`src/rtl/uart_byte_tx_if.sv`:
```
// Byte-level transmit handshake between the cell-message buffer and the UART serialiser.
// Latency: none (wiring only).
// Backpressure: busy/txdone tell the sender when a new byte may be presented.
interface uart_byte_tx_if;
    logic [7:0] txdata;   // byte to transmit, sampled at frame start
    logic       send;     // level request
    logic       txdone;   // one-cycle pulse after the last stop bit
    logic       busy;     // frame in flight or guard interval active
    logic       tx;       // serial line, idles high

    // Sender side: presents bytes, watches completion and the line.
    modport master (
        output txdata,
        output send,
        input  txdone,
        input  busy,
        input  tx
    );

    // Transmitter side.
    modport slave (
        input  txdata,
        input  send,
        output txdone,
        output busy,
        output tx
    );
endinterface

```
`src/rtl/uart_byte_tx.sv`:
```
// UART 8N1/8N2 byte serialiser: latches a byte on send, shifts it out LSB first, pulses txdone.
// Latency: first start-bit cycle follows the latch edge; txdone one cycle after the last stop bit.
// Backpressure: send is a level request, ignored while busy; a guard interval follows every txdone.
module uart_byte_tx #(
    parameter int CLKS_PER_BIT = 434,
    parameter int STOP_BITS    = 1,
    parameter int GUARD_CYCLES = 2
) (
    input  logic           clk,
    input  logic           rst,
    uart_byte_tx_if.slave  bus
);

    // Baud counter runs 0..CLKS_PER_BIT-1 and is cleared at every bit boundary,
    // so each bit is exactly CLKS_PER_BIT cycles and no error accumulates.
    localparam int BW = $clog2(CLKS_PER_BIT);
    localparam int GW = $clog2(GUARD_CYCLES + 1);

    localparam logic [BW-1:0] BAUD_LAST  = BW'(CLKS_PER_BIT - 1);
    localparam logic [2:0]    DATA_LAST  = 3'd7;
    localparam logic [2:0]    STOP_LAST  = 3'(STOP_BITS - 1);
    localparam logic [GW-1:0] GUARD_LAST = GW'(GUARD_CYCLES - 1);

    typedef enum logic [2:0] {
        S_IDLE  = 3'd0,
        S_START = 3'd1,
        S_DATA  = 3'd2,
        S_STOP  = 3'd3,
        S_DONE  = 3'd4,
        S_GUARD = 3'd5
    } state_t;

    state_t          state_q,  state_d;
    logic [BW-1:0]   baud_q,   baud_d;
    logic [2:0]      bit_q,    bit_d;     // data bit index in DATA, stop bit index in STOP
    logic [GW-1:0]   guard_q,  guard_d;
    logic [7:0]      shift_q,  shift_d;
    logic            tx_q,     tx_d;
    logic            txdone_q, txdone_d;
    logic            busy_q,   busy_d;

    logic            bit_end;

    assign bit_end = (baud_q == BAUD_LAST);

    // Next-state logic; every output is computed one cycle ahead so the registered
    // value lines up with the state it belongs to.
    always_comb begin
        state_d  = state_q;
        baud_d   = baud_q;
        bit_d    = bit_q;
        guard_d  = guard_q;
        shift_d  = shift_q;
        tx_d     = tx_q;
        txdone_d = 1'b0;
        busy_d   = busy_q;

        case (state_q)
            S_IDLE: begin
                tx_d   = 1'b1;
                busy_d = 1'b0;
                baud_d = '0;
                bit_d  = '0;
                if (bus.send) begin
                    shift_d = bus.txdata;
                    state_d = S_START;
                    tx_d    = 1'b0;
                    busy_d  = 1'b1;
                end
            end

            S_START: begin
                if (bit_end) begin
                    baud_d  = '0;
                    bit_d   = '0;
                    state_d = S_DATA;
                    tx_d    = shift_q[0];
                end else begin
                    baud_d = baud_q + BW'(1);
                end
            end

            S_DATA: begin
                if (bit_end) begin
                    baud_d  = '0;
                    shift_d = {1'b0, shift_q[7:1]};
                    if (bit_q == DATA_LAST) begin
                        bit_d   = '0;
                        state_d = S_STOP;
                        tx_d    = 1'b1;
                    end else begin
                        bit_d = bit_q + 3'd1;
                        // Next bit is what shift[0] becomes after this shift.
                        tx_d  = shift_q[1];
                    end
                end else begin
                    baud_d = baud_q + BW'(1);
                end
            end

            S_STOP: begin
                tx_d = 1'b1;
                if (bit_end) begin
                    baud_d = '0;
                    if (bit_q == STOP_LAST) begin
                        bit_d    = '0;
                        state_d  = S_DONE;
                        txdone_d = 1'b1;
                    end else begin
                        bit_d = bit_q + 3'd1;
                    end
                end else begin
                    baud_d = baud_q + BW'(1);
                end
            end

            S_DONE: begin
                // txdone is high during this single cycle; drop it on the way out.
                tx_d    = 1'b1;
                guard_d = '0;
                state_d = S_GUARD;
            end

            S_GUARD: begin
                // send is deliberately ignored here so a sender that updates txdata
                // in the cycle after txdone is sampled with its fresh byte.
                tx_d = 1'b1;
                if (guard_q == GUARD_LAST) begin
                    guard_d = '0;
                    state_d = S_IDLE;
                    busy_d  = 1'b0;
                end else begin
                    guard_d = guard_q + GW'(1);
                end
            end

            default: begin
                state_d = S_IDLE;
                tx_d    = 1'b1;
                busy_d  = 1'b0;
                baud_d  = '0;
                bit_d   = '0;
                guard_d = '0;
            end
        endcase
    end

    // State and output registers; reset aborts any frame and parks the line high.
    always_ff @(posedge clk) begin
        if (rst) begin
            state_q  <= S_IDLE;
            baud_q   <= '0;
            bit_q    <= '0;
            guard_q  <= '0;
            shift_q  <= '0;
            tx_q     <= 1'b1;
            txdone_q <= 1'b0;
            busy_q   <= 1'b0;
        end else begin
            state_q  <= state_d;
            baud_q   <= baud_d;
            bit_q    <= bit_d;
            guard_q  <= guard_d;
            shift_q  <= shift_d;
            tx_q     <= tx_d;
            txdone_q <= txdone_d;
            busy_q   <= busy_d;
        end
    end

    assign bus.tx     = tx_q;
    assign bus.txdone = txdone_q;
    assign bus.busy   = busy_q;

endmodule

```
`src/flat_wrapper.sv`:
```
// flat-port wrapper written by rule: the top's interface ports become plain ports
module uart_byte_tx_flat 
#(
    parameter int CLKS_PER_BIT = 434,
    parameter int STOP_BITS    = 1,
    parameter int GUARD_CYCLES = 2
)
  (clk, rst, bus_txdata, bus_send, bus_txdone, bus_busy, bus_tx);
  uart_byte_tx_if bus_i ();
  input  logic clk;
  input  logic rst;
  input wire logic [$bits(bus_i.txdata)-1:0] bus_txdata;
  input wire logic [$bits(bus_i.send)-1:0] bus_send;
  output wire logic [$bits(bus_i.txdone)-1:0] bus_txdone;
  output wire logic [$bits(bus_i.busy)-1:0] bus_busy;
  output wire logic [$bits(bus_i.tx)-1:0] bus_tx;
  assign bus_i.txdata = bus_txdata;
  assign bus_i.send = bus_send;
  assign bus_txdone = bus_i.txdone;
  assign bus_busy = bus_i.busy;
  assign bus_tx = bus_i.tx;
  uart_byte_tx #(.CLKS_PER_BIT(CLKS_PER_BIT), .STOP_BITS(STOP_BITS), .GUARD_CYCLES(GUARD_CYCLES)) u_core (.clk(clk), .rst(rst), .bus(bus_i));
endmodule
```
`config.mk`:
```
export PLATFORM = sky130hd
export DESIGN_NAME = uart_byte_tx_flat
export DESIGN_NICKNAME = d
export VERILOG_FILES = /design/src/rtl/uart_byte_tx_if.sv /design/src/rtl/uart_byte_tx.sv /design/src/flat_wrapper.sv
export SDC_FILE = /design/constraint.sdc
export NUM_CORES = 1
export LEC_CHECK = 0
export CAP_MARGIN = 20
export CORE_UTILIZATION = 30
export CTS_CLUSTER_SIZE = 30
export DETAILED_ROUTE_END_ITERATION = 16
export GPL_TIMING_DRIVEN = 0
export HOLD_SLACK_MARGIN = 0.12
export PLACE_DENSITY_LB_ADDON = 0.15
export SLEW_MARGIN = 20
export SYNTH_ARGS = -nofsm -noshare
export SYNTH_HDL_FRONTEND = slang
export SYNTH_SLANG_ARGS = --single-unit
```
`constraint.sdc`:
```
create_clock -name clk -period 3.45 [get_ports clk]
set_input_delay 0.345 -clock clk [delete_from_list [all_inputs] [get_ports clk]]
set_output_delay 0.345 -clock clk [all_outputs]
set_load 0.02 [all_outputs]
```
==> metrics.md <==
| Metric | Value |
|---|---|
| Outcome | `finished, final reports clean` |
| Flops & latches, synth | `28` |
| CTS tree | `done` |
| Avg Inst Size Synth | `approximately 8.5 µm²` |
| Hold Path Stages | `2` |
| CP Data Required Time | `about 3600 ps` |
| FF-to-FF End | `u_core.shift_q[5]` |
| Fin Setup TNS | `0 ps` |
| H-tree levels | `1` |
| # Post-CTS Setup Buffers | `0` |
| # rows | `25` |
| Clk_lat worst skew | `280 ps` |
| Final net count | `210` |
| Mapped Nets | `192` |
| Synth Warn # | `0` |
| Die area | `5270 µm²` |
| Routability Congestion | `0.813` |
| Hold Path Class | `reg -> reg` |
| Synthesized area | `about 1500 µm²` |
| Syn Inst Count | `176` |
| Clock sinks | `28` |
| Core Util, Final | `between 30% and 40%` |
| Prevailing post-synth register cell | `dfxtp_1` |
| Maximum vdd drop | `0.195 mV` |
| GRT overflow | `0` |
| Routed via count | `1378` |
| Core region area | `~4800 µm²` |
| Critical Path AT | `2130 ps` |
| Die Y | `~73 µm` |
| Final WS setup | `1500 ps` |
| Clock Skew | `roughly 8.3 ps` |
| Relative slew margins | `63.7%` |
| Netlist cell types | `49` |
| Met3 wire len | `159 µm` |
| Max-cap viol count | `0` |
| Largest net degree at the start of global routing | `17` |
| Die Wd | `a little over 70 µm` |
| Commonest non-fill, non-tap cell in the layout | `dfxtp_1` |
| RSZ-0062 raised after global routing | `no` |
| FMAX | `a little over 500 MHz` |
| Final Instance Area | `approximately 1800 µm²` |
| CTS Buf Count | `3` |
| Leak Pwr | `0.659 nW` |
| WS Path Type | `reg -> reg` |
| Final WL | `between 3 and 4 mm` |
| Clk pin slew, worst setup/hold paths | `100 ps` |
| Placed insts | `256` |
| IO Pins | `14` |
| Reg2reg start | `u_core.baud_q[1]` |
| Fill count | `505` |
| Sequential power share | `37.9%` |
| Top-area cell type share of the netlist area | `37.5%` |
| Root buf cell | `clkbuf_8` |
| Post-CTS Resized | `0` |
| Placed Area | `1710 µm²` |
| Detail Placement HPWL | `2.57 mm` |
| # DRC | `0` |
| Share of layout cells above drive strength 1 | `12.4%` |
| Final Cycle Share | `56.6%` |
| Routed WL per cell | `14.3 µm` |
| Clock network fraction of total power | `24.8%` |
| Hold path endpoint | `u_core.bus.busy` |
| IO Port Bufs | `13` |
| Comb power frac | `37.2%` |
| Crit path time final | `a little under 2000 ps` |
| DR pass1 iterations | `4` |
| Area of the multi-input gates | `slightly below 900 µm²` |
| Crit end category | `flop` |
| Pins Over Slew Limit | `0` |
| Register-to-register setup slack | `1500 ps` |
| Initial drt markers | `66` |
| FF/Latch Area | `about 560 µm²` |
| HP Start | `u_core.bus.busy` |
| CP Launch Type | `flop` |
| Remaining antenna violation count | `0` |
| EDFF count, synth | `0` |
| Post-cts hold buffer count | `0` |
| Max layer used | `met4` |
| Overall Power | `1.07 mW` |
| Pre-CTS WS | `~1300 ps` |
| Ant diodes | `0` |
| Synth top area cells | `dfxtp_1, nor2_1, o221a_2` |
| CP Max Fanout | `8` |
| Hold Fails Final Rpt | `0` |
| Slew @ Worst Pin | `544 ps` |
| Sequential area share after synthesis | `37.5%` |
| Total GRT Usage | `15.4%` |
| Int Pwr | `about 700 µW` |
| Met2 WL | `1.59 mm` |
| Vias in the first global route | `around 1300` |
| FF-to-FF path depth | `7` |
| Ys async rst share | `0%` |
| Antenna violations before repair | `0` |
| Hold slack | `491 ps` |
| Via density | `5.30` |
| Initial Utilization | `31.5%` |
| Wl on met1 | `1.90 mm` |
| Layout Area Growth over Synthesis | `19.1%` |
| Commonest non-fill, non-tap cells in the layout | `dfxtp_1, nor2_1, nand2_1, clkdlybuf4s50_1, o21ai_0` |
| Final Non-Filler Cells | `between 200 and 300` |
| Setup violators final | `0` |
| First-pass GRT wire length | `between 6 and 7 mm` |
| Sw power | `382 µW` |
| Clk buf depth | `2` |
| Synth area leader | `dfxtp_1` |
| PwrDens | `602 nW/µm²` |
| Switching part of the total | `around 36%` |
-- Yosys cell counts, types with 2 or more instances --
| library cell | n |
|---|---|
| nor2b_1 | 3 |
| or2_2 | 2 |
| a311oi_1 | 2 |
| a21oi_1 | 7 |
| o21ai_0 | 9 |
| clkbuf_1 | 6 |
| a31o_2 | 2 |
| nand2b_1 | 7 |
| and3_1 | 2 |
| a21o_1 | 2 |
| o31ai_1 | 3 |
| o221a_2 | 8 |
| inv_1 | 5 |
| nand2_1 | 14 |
| nor3_1 | 5 |
| nand3_1 | 4 |
| nand4_1 | 3 |
| buf_2 | 2 |
| ha_1 | 5 |
| nand3b_1 | 2 |
| dfxtp_1 | 28 |
| or4_1 | 2 |
| a22o_1 | 2 |
| nor2_1 | 24 |
| a31oi_1 | 3 |
-- worst max-delay path by stage --
stage | from | depth (start not counted) | to
after detailed placement | bus_send | 5 | u_core.shift_q[2]
after floorplan | u_core.baud_q[1] | 7 | u_core.baud_q[6]
after CTS | u_core.baud_q[1] | 7 | u_core.shift_q[5]
after global routing | u_core.baud_q[0] | 6 | u_core.shift_q[4]
final | u_core.baud_q[1] | 7 | u_core.shift_q[5]
after global placement | bus_send | 5 | u_core.shift_q[1]
-- kinds of logic (layout without fill, tap and decap cells) --
group	Yosys count	count (layout)	synth area share, %
AOI/OAI and AO/OA	50	50	26.2
xor gates and xnor gates	1	1	0.585
adders and majority gates	5	5	4.18
buffers and inverters	16	33	4.68
DFF	28	28	37.5
muxes	1	1	0.669
and+or+nand+nor	75	75	26.3
-- power groups by stage --
stage | logic, mW | registers, mW | clock network, mW
2_1_floorplan | 0.280 | 0.414 | 0
3_3_place_gp | 0.386 | 0.412 | 0
3_5_place_dp | 0.392 | 0.414 | 0
4_1_cts | 0.394 | 0.407 | 0.274
5_1_grt | 0.440 | 0.416 | 0.289
6_report | 0.399 | 0.407 | 0.267
-- state kept, by name, summed over array words and instances (netlist names) --
name and count:
u_core.baud_q 9, u_core.bit_q 3, u_core.bus.busy 1, u_core.bus.tx 1, u_core.bus.txdone 1, u_core.guard_q 2, u_core.shift_q 8, u_core.state_q 3
-- worst max-delay path, stage by stage (launching register included) --
cell,delay [ps]
dfxtp_1,400
inv_1,60
ha_1,180
and4b_4,200
buf_6,130
nand4b_1,310
nand2_1,270
o221a_2,310
-- layer usage --
layer	GRT usage [%]	vias to the layer above
met5	0	-
met4	7.19	0
met3	2.62	6
met2	23.4	30
met1	21.3	655
li1	-	687
-- area by class of cell --
class	count	area share [%]
Multi-Input combinational cell	132	48.6
Sequential cell	28	31.5
Timing Repair Buffer	13	7.30
Tap cell	67	4.71
Buffer	10	2.67
Clock buffer	3	2.32
Clock inverter	1	1.69
Inverter	6	1.26
No activity file was read; power rests on OpenSTA's default activity.
